--- config.mk ---
export PLATFORM = sky130hd
export DESIGN_NAME = wdt_timeout_ctrl
export DESIGN_NICKNAME = d
export VERILOG_FILES = /design/src/rtl/wdt_timeout_ctrl.sv
export SDC_FILE = /design/constraint.sdc
export NUM_CORES = 1
export LEC_CHECK = 0
export BUFFER_PORTS_ARGS = -buffer_cell sky130_fd_sc_hd__clkbuf_2
export CAP_MARGIN = 10
export CORE_ASPECT_RATIO = 2
export CORE_MARGIN = 2
export CORE_UTILIZATION = 52
export CTS_CLUSTER_SIZE = 30
export DETAILED_ROUTE_END_ITERATION = 8
export PLACE_DENSITY_LB_ADDON = 0.08
export SLEW_MARGIN = 25
export SYNTH_ARGS = -nofsm -noshare
export SYNTH_HDL_FRONTEND = slang
export SYNTH_SLANG_ARGS = --single-unit
--- constraint.sdc ---
create_clock -name ACLK -period 2.2 [get_ports ACLK]
set_clock_uncertainty 0.15 [all_clocks]
set_input_delay 0.33 -clock ACLK [delete_from_list [all_inputs] [get_ports ACLK]]
set_output_delay 0.33 -clock ACLK [all_outputs]
set_load 0.005 [all_outputs]
--- src/rtl/wdt_timeout_ctrl.sv ---
// Watchdog timeout controller: synchronises WTO, counts timeout events, raises IRQ
// and escalates to a fixed-length system reset request if software does not acknowledge.
module wdt_timeout_ctrl #(
  parameter int unsigned SYNC_STAGES  = 2,
  parameter int unsigned GRACE_CYCLES = 1024,
  parameter int unsigned RST_PULSE    = 16,
  parameter int unsigned CNT_W        = 8
) (
  input  logic             ACLK,
  input  logic             ARESETn,
  input  logic             WTO,
  input  logic             IRQ_EN,
  input  logic             IRQ_CLR,
  input  logic             TO_CNT_CLR,
  output logic             IRQ,
  output logic             SYS_RST_REQ,
  output logic [CNT_W-1:0] TO_CNT
);

  localparam int unsigned GW = $clog2(GRACE_CYCLES + 1);
  localparam int unsigned PW = $clog2(RST_PULSE + 1);

  typedef enum logic [1:0] {S_IDLE, S_IRQ, S_RESET, S_HOLD} state_t;

  state_t                 state_q, state_d;
  logic [GW-1:0]          grace_q, grace_d;
  logic [PW-1:0]          pulse_q, pulse_d;
  logic [SYNC_STAGES-1:0] sync_q;
  logic                   wto_s, wto_q, rise;
  logic                   irq_d, rst_req_d;

  assign wto_s = sync_q[SYNC_STAGES-1];
  assign rise  = wto_s & ~wto_q;

  // WTO synchroniser and edge-detect flop
  always_ff @(posedge ACLK or negedge ARESETn) begin
    if (!ARESETn) begin
      sync_q <= '0;
      wto_q  <= 1'b0;
    end else begin
      sync_q <= {sync_q[SYNC_STAGES-2:0], WTO};
      wto_q  <= wto_s;
    end
  end

  // Saturating timeout-event counter; clear wins over a simultaneous edge
  always_ff @(posedge ACLK or negedge ARESETn) begin
    if (!ARESETn) begin
      TO_CNT <= '0;
    end else if (TO_CNT_CLR) begin
      TO_CNT <= '0;
    end else if (rise && (TO_CNT != '1)) begin
      TO_CNT <= TO_CNT + CNT_W'(1);
    end
  end

  // State, counters and registered outputs
  always_ff @(posedge ACLK or negedge ARESETn) begin
    if (!ARESETn) begin
      state_q     <= S_IDLE;
      grace_q     <= '0;
      pulse_q     <= '0;
      IRQ         <= 1'b0;
      SYS_RST_REQ <= 1'b0;
    end else begin
      state_q     <= state_d;
      grace_q     <= grace_d;
      pulse_q     <= pulse_d;
      IRQ         <= irq_d;
      SYS_RST_REQ <= rst_req_d;
    end
  end

  // Next-state logic; outputs are decoded from the next state so they register in step
  always_comb begin
    state_d   = state_q;
    grace_d   = grace_q;
    pulse_d   = pulse_q;
    irq_d     = 1'b0;
    rst_req_d = 1'b0;
    case (state_q)
      S_IDLE: begin
        if (rise && IRQ_EN) begin
          state_d = S_IRQ;
          grace_d = GW'(GRACE_CYCLES - 1);
        end
      end
      S_IRQ: begin
        if (IRQ_CLR || !IRQ_EN) begin
          state_d = S_IDLE;
        end else if (grace_q == '0) begin
          state_d = S_RESET;
          pulse_d = PW'(RST_PULSE - 1);
        end else begin
          grace_d = grace_q - GW'(1);
        end
      end
      S_RESET: begin
        if (pulse_q == '0) begin
          state_d = S_HOLD;
        end else begin
          pulse_d = pulse_q - PW'(1);
        end
      end
      S_HOLD: begin
        // Stay here until WTO is seen low so a stuck timeout cannot re-trigger
        if (!wto_s) begin
          state_d = S_IDLE;
        end
      end
      default: state_d = S_IDLE;
    endcase
    irq_d     = (state_d == S_IRQ) || (state_d == S_RESET);
    rst_req_d = (state_d == S_RESET);
  end

endmodule

==> impl_metrics.ini, run 1 <==
[finish]
area_growth_pct = 15.6
nets = 200
most-common-layout-cells = dfrtp_1 (31), clkbuf_2 (15), nor2_1 (14), a21oi_1 (11), nand2_1 (10)
num_antenna_cells = 0
final_common_cell = dfrtp_1
drive_above_1_share_pct = 19.5

[hold_path]
hp-start = WTO
hold_depth = 1
hold_path.class = primary input to flip-flop
min_to = sync_q[0]

[global_routing]
antenna_found_initial = 0
grt_use_total_pct = 21.0
grt_pass1_vias = 1309
grt_remaining_overflow = 0
grt_max_degree = 32
grt_pass1_wl_mm = 5.60

[setup_path]
r2r_slack_ns = 0.07
reg2reg_from = grace_q[0]
r2r-end = grace_q[2]
path_class = flip-flop to flip-flop
slowest_delay_ns = 0.41
cp.required_ns = 2.21
crit_slowest_cell = dfrtp_1
path_cells = inv_1 -> ha_2 -> or3b_4 -> o311a_1 -> buf_4 -> a211oi_2 -> a31oi_1
cp-end-kind = flip-flop
crit_arrival_ns = 2.13
startpoint_type = flip-flop
worst_r2r_path_depth = 7
crit_fanout = 8

[timing]
slew_headroom_pct = 49.8
setup_viol = 0
slew_violations = 0
worst_pin_slew_ns = 0.752
finalHoldViolCount = 0
setup_slack_ns = 0.0723
max_freq_mhz = 470
rsz0062_at_grt = yes
fin_crit_sh_pct = 96.7
fin_crit_ns = 2.13

[run_status]
outcome = finished, final reports clean

[clock_network]
cts_max_path_buffers = 2
cts_made_buffers = 5
cts_setup_buffers = 0
clk_transition_reported_paths_ns = 0.06
htreeDepth = 2
cts_root_buf = clkbuf_8
cts_sinks = 31
tritoncts = built
clkLatencyLatePin_ns = 0.28

[synthesis]
syn_area_sq_mm = 0.00161
async_flop_share_pct = 100
syn_area_per_cell_sq_um = 9.92
ys_seq_area_share_pct = 48.2
ys.flop_type = dfrtp_1
synth-edff-count = 0
synthCells = 162
synth_nets = 173
synth_seq_cells = 31
synth_warnings = 0
synth_cell_type_count = 49

[power_and_ir_drop]
switching_share_pct = 23.0
power.total_uw = 1090
p_seq_share_pct = 55.4
p_comb_share_pct = 6.5
peakVddDrop_mv = 0.518
clkPwrFrac_pct = 38.1
power.density_mw_per_mm2 = 584
leakage_uw = 0.000831
intPower_uw = 836
p_switching_uw = 250

[die]
fp-row-count = 28
dieHeight_um = 82.6
die-area_sq_mm = 0.00358
ios = 16
fp.dieW_um = 43.3
start_util_pct = 54.6
core_area_sq_mm = 0.00294

[route]
vias_per_cell = 6.05
drt_wl_total_mm = 3.36
wire_per_inst_um = 15.3
drt_iter0_markers = 23
vias = 1330
antenna_left = 0
drt_first_pass_iters = 5
drc = 0

[placed_design]
dp_slack_ns = 0.00543
portBuffers = 15
gp_routability_congestion = 0.813
dp_hpwl_mm = 2.52

[run]
drv_cap = 0
==> how the worst max path moves through the flow <==
stage | startpoint | endpoint | slack [ns] | cells after the start
final | grace_q[0] | grace_q[2] | 0.07 | 7
after global routing | grace_q[0] | grace_q[6] | -0.01 | 6
after CTS | pulse_q[1] | IRQ | 0.03 | 8
after detailed placement | grace_q[0] | grace_q[6] | 0.005 | 6
after global placement | grace_q[0] | grace_q[6] | 0.03 | 6
after floorplan | grace_q[0] | IRQ | 0.01 | 9
==> power by group through the flow <==
| stage | combinational (uW) | clock, uW | sequential (uW) |
|---|---|---|---|
| after detailed placement | 70.7 | 0 | 611 |
| after floorplan | 41.7 | 0 | 608 |
| after global placement | 69.2 | 0 | 610 |
| final | 70.5 | 414 | 601 |
| after CTS | 72.6 | 431 | 601 |
| after global routing | 84.0 | 453 | 603 |
==> area by class of cell <==
class                   count  area [sq um]
well taps                  30          37.5
flip-flops and latches     31           776
clock buffers               7          76.3
inverters                   9          33.8
repair buffers             23           138
multi-input cells         119           793
fillers                   261          1080
clock inverters             1          5.00
==> metal layers <==
layer	routed length, um	track usage (%)
met5	0	0
met4	74	10.3
met3	82	4.57
met2	1900	39.1
met1	1300	21.2
==> critical path, delay by kind of cell (launching register included) <==
family                     cells  cell delay [ns]
adders and majority gates      1             0.16
and+or+nand+nor                1             0.39
buffers and inverters          2             0.25
DFF                            1             0.41
AOI/OAI and AO/OA              3             0.65
==> synth_stat cells (all sizes together), types with 2 or more instances <==
| master | count | area share, % |
|---|---|---|
| nand2 | 10 | 2.3 |
| nor2b | 4 | 1.6 |
| buf | 3 | 1.2 |
| inv | 9 | 2.1 |
| xor2 | 3 | 1.6 |
| or4 | 3 | 1.6 |
| a2111oi | 2 | 1.1 |
| a211oi | 4 | 2.2 |
| mux2i | 2 | 1.2 |
| and3 | 5 | 1.9 |
| nand3 | 6 | 1.9 |
| nor2 | 15 | 3.7 |
| ha | 5 | 3.9 |
| o21ai | 5 | 1.6 |
| nand4 | 2 | 0.78 |
| dfrtp | 31 | 48 |
| xnor2 | 2 | 1.1 |
| and4 | 2 | 1.1 |
| a21oi | 11 | 3.4 |
| a31oi | 2 | 0.78 |
| or3 | 3 | 1.2 |
| and2 | 4 | 1.6 |
| nor3 | 8 | 2.5 |
==> cell families (layout without fill, tap and decap cells) <==
kind of cell             count (synthesis)  in the layout  share of synthesized area, %
AO/OA/AOI/OAI                           35             35                          14.9
XOR/XNOR                                 5              5                          2.72
adder cells (fa/ha/maj)                  5              5                          3.89
buffers and inverters                   12             40                          3.35
flip-flops                              31             31                          48.2
multiplexers                             2              2                          1.25
AND/OR/NAND/NOR                         72             72                          25.6
==> per-stage QoR <==
step | util [%] | cell area [sq um] | hold WS (ns) | setup TNS, ns | cells
2_1_floorplan | - | 1610 | -0.116 | 0 | 162
3_3_place_gp | 59.7 | 1760 | 0.182 | 0 | 211
3_5_place_dp | 59.7 | 1760 | 0.186 | 0 | 211
4_1_cts | 62.9 | 1850 | 0.00286 | 0 | 220
5_1_grt | 63.2 | 1860 | 0.00289 | -0.0225 | 220
6_report | 63.2 | 1860 | 0.0105 | 0 | 220
==> what timing repair did <==
action                                  CTS  global route
hold buffers                              1             0
gates resized for setup                   1             3
endpoints found under the setup margin    1             3
gates cloned                              0             0
pin swaps                                 0             0
endpoints found under the hold margin    31             0
==> flip-flops by register name, summed over array words and instances, names as in the netlist <==
signal	flops
IRQ	1
SYS_RST_REQ	1
TO_CNT	8
grace_q	11
pulse_q	5
state_q	2
sync_q	2
wto_q	1
No activity file was read; power rests on OpenSTA's default activity.
==> inputs of run 2 (changes only) <==
- REMOVE_ABC_BUFFERS: unset -> 1
==> run 2 against run 1 <==
Sequential share of layout area shrank 0.58 points. Die area unchanged. Sequential power about the same. Global-route usage grew 0.22 points. Register-to-register slack is essentially flat. Non-clock buffer count is 1 higher. Wire length up 1.5%. Sequential cell count is the same. Combinational power grew 11%. Critical path type unchanged.
==> impl_metrics.ini, run 2 (synthesis gave the netlist of run 1 again) <==
[finish]
area_growth_pct = 17.3
most-common-layout-cells = dfrtp_1 (31), clkbuf_2 (15), nor2_1 (14), a21oi_1 (11), nand2_1 (10)
top_regs = grace_q: 11 flops, TO_CNT: 8 flops, pulse_q: 5 flops
largest_reg_flops = 11
drive_above_1_share_pct = 19.9
fill_cells = 250
postLayoutCellArea_sq_mm = 0.00189
nets = 201
num_antenna_cells = 0
instances_no_fill = 221
final_common_cell = dfrtp_1
largest_register = grace_q

[route]
drt_iter0_markers = 17
wire_per_inst_um = 15.4
drt_wl_total_mm = 3.41
drc = 0
vias = 1369
antenna_left = 0
vias_per_cell = 6.19
drt_first_pass_iters = 4

[timing]
fin_crit_ns = 2.13
max_freq_mhz = 469
slew_headroom_pct = 48.5
rsz0062_at_grt = yes
setup_slack_ns = 0.0670
worst_pin_slew_ns = 0.773
fin_crit_sh_pct = 97.0
finalHoldViolCount = 0
tns_ns = 0
slew_violations = 0
setup_viol = 0

[global_routing]
grt_max_degree = 32
grtUsageMet2_pct = 40.4
grt_use_total_pct = 21.2
grt_pass1_vias = 1361
met1_usage_pct = 21.6
antenna_found_initial = 0
grt_remaining_overflow = 0
busiest_layer = met2
grtUsageMet3_pct = 4.35
grt_pass1_wl_mm = 5.83

[setup_path]
crit_fanout = 3
crit_arrival_ns = 2.16
cp-end-kind = flip-flop
startpoint_type = flip-flop
cp.required_ns = 2.22
path_class = flip-flop to flip-flop

[placed_design]
dpl.cell_count = 211
portBuffers = 15
gp_routability_congestion = 0.774
dp_slack_ns = 0.0289
dp_hpwl_mm = 2.50
placed_cell_area_sq_mm = 0.00175

[clock_network]
cts_sinks = 31
clk_transition_reported_paths_ns = 0.06
cts_root_buf = clkbuf_8
cts_made_buffers = 5
htreeDepth = 2
cts_max_path_buffers = 2
clkLatencyLatePin_ns = 0.27
tritoncts = built

[power_and_ir_drop]
peakVddDrop_mv = 0.578
power.density_mw_per_mm2 = 615
p_seq_share_pct = 51.7
p_comb_share_pct = 6.7
intPower_uw = 904
p_switching_uw = 255
clkPwrFrac_pct = 41.6
leakage_uw = 0.000858
switching_share_pct = 22.0

[die]
die-area_sq_mm = 0.00358
dieHeight_um = 82.6
ios = 16
start_util_pct = 54.6
fp.dieW_um = 43.3
fp-row-count = 28
core_area_sq_mm = 0.00294

[run_status]
outcome = finished, final reports clean

[hold_path]
hold_path.class = primary input to flip-flop

[run]
drv_cap = 0
==> run 2: cell count changes in the layout (fill, tap and decap cells not counted) <==
cell / previous run / this run
a211oi_1: 2 / 3
a211oi_2: 2 / 1
buf_4: 7 / 8
clkbuf_1: 2 / 1
clkbuf_8: 5 / 7
clkinv_2: 1 / 0
ha_1: 4 / 5
ha_2: 1 / 0
o311a_1: 1 / 0
o311a_4: 0 / 1
or4b_2: 0 / 1
or4b_4: 1 / 0
==> run 2: cell type report <==
class	instances	area [sq um]	share of cell area (%)
Clock buffer	8	100	5.31
Inverter	9	33.8	1.79
Multi-Input combinational cell	119	793	42.1
Sequential cell	31	776	41.1
Tap cell	30	37.5	1.99
Timing Repair Buffer	24	145	7.70
==> run 2: repair_timing <==
| item | 4_1_cts | 5_1_grt |
|---|---|---|
| hold buffers | 1 | 0 |
| setup buffers | 0 | 1 |
| endpoints found under the setup margin | 0 | 6 |
| hold endpoints to repair | 31 | 0 |
| gates resized for setup | 0 | 4 |
==> run 2: stage by stage <==
stage | utilization [%] | hold slack [ns] | total power [uW]
floorplan | - | -0.116 | 646
global placement | 59.6 | 0.183 | 683
detailed placement | 59.6 | 0.204 | 686
CTS | 63.3 | 0.00379 | 1170
global route | 64.1 | 0.0122 | 1210
finish | 64.1 | 0.00936 | 1160
==> run 2: metal layers <==
metal  vias up  part of all wire [%]
met5         -                     0
li1        652                     -
met1       679                    39
met3         5                   3.6
met2        33                    57
met4         0                   1.2
==> run 2: power by group through the flow <==
| stage | clock [uW] | sequential, uW | combinational [uW] |
|---|---|---|---|
| 4_1_cts | 494 | 599 | 78.4 |
| 2_1_floorplan | 0 | 608 | 37.6 |
| 5_1_grt | 517 | 601 | 90.1 |
| 3_5_place_dp | 0 | 609 | 77.0 |
| 6_report | 482 | 599 | 78.1 |
| 3_3_place_gp | 0 | 608 | 75.0 |
==> run 2: critical path, stage by stage (launching register included) <==
cell and delay [ns]:
dfrtp_1 0.39, inv_1 0.08, ha_1 0.13, or4b_2 0.61
o21ai_1 0.14, nand2_1 0.07, and2_1 0.14, ha_1 0.27
inv_1 0.04
==> run 2: path summary, 6_finish.rpt <==
| check | start | endpoint | slack [ns] | depth (start not counted) |
|---|---|---|---|---|
| max in group asynchronous | ARESETn | grace_q[4] | 0.90 | 2 |
| min reg2reg | sync_q[0] | sync_q[1] | 0.22 | 0 |
| max reg2reg | pulse_q[1] | IRQ | 0.07 | 8 |
| min in group asynchronous | ARESETn | pulse_q[3] | 0.51 | 2 |
| max | pulse_q[1] | IRQ | 0.07 | 8 |
| min | WTO | sync_q[0] | 0.009 | 1 |
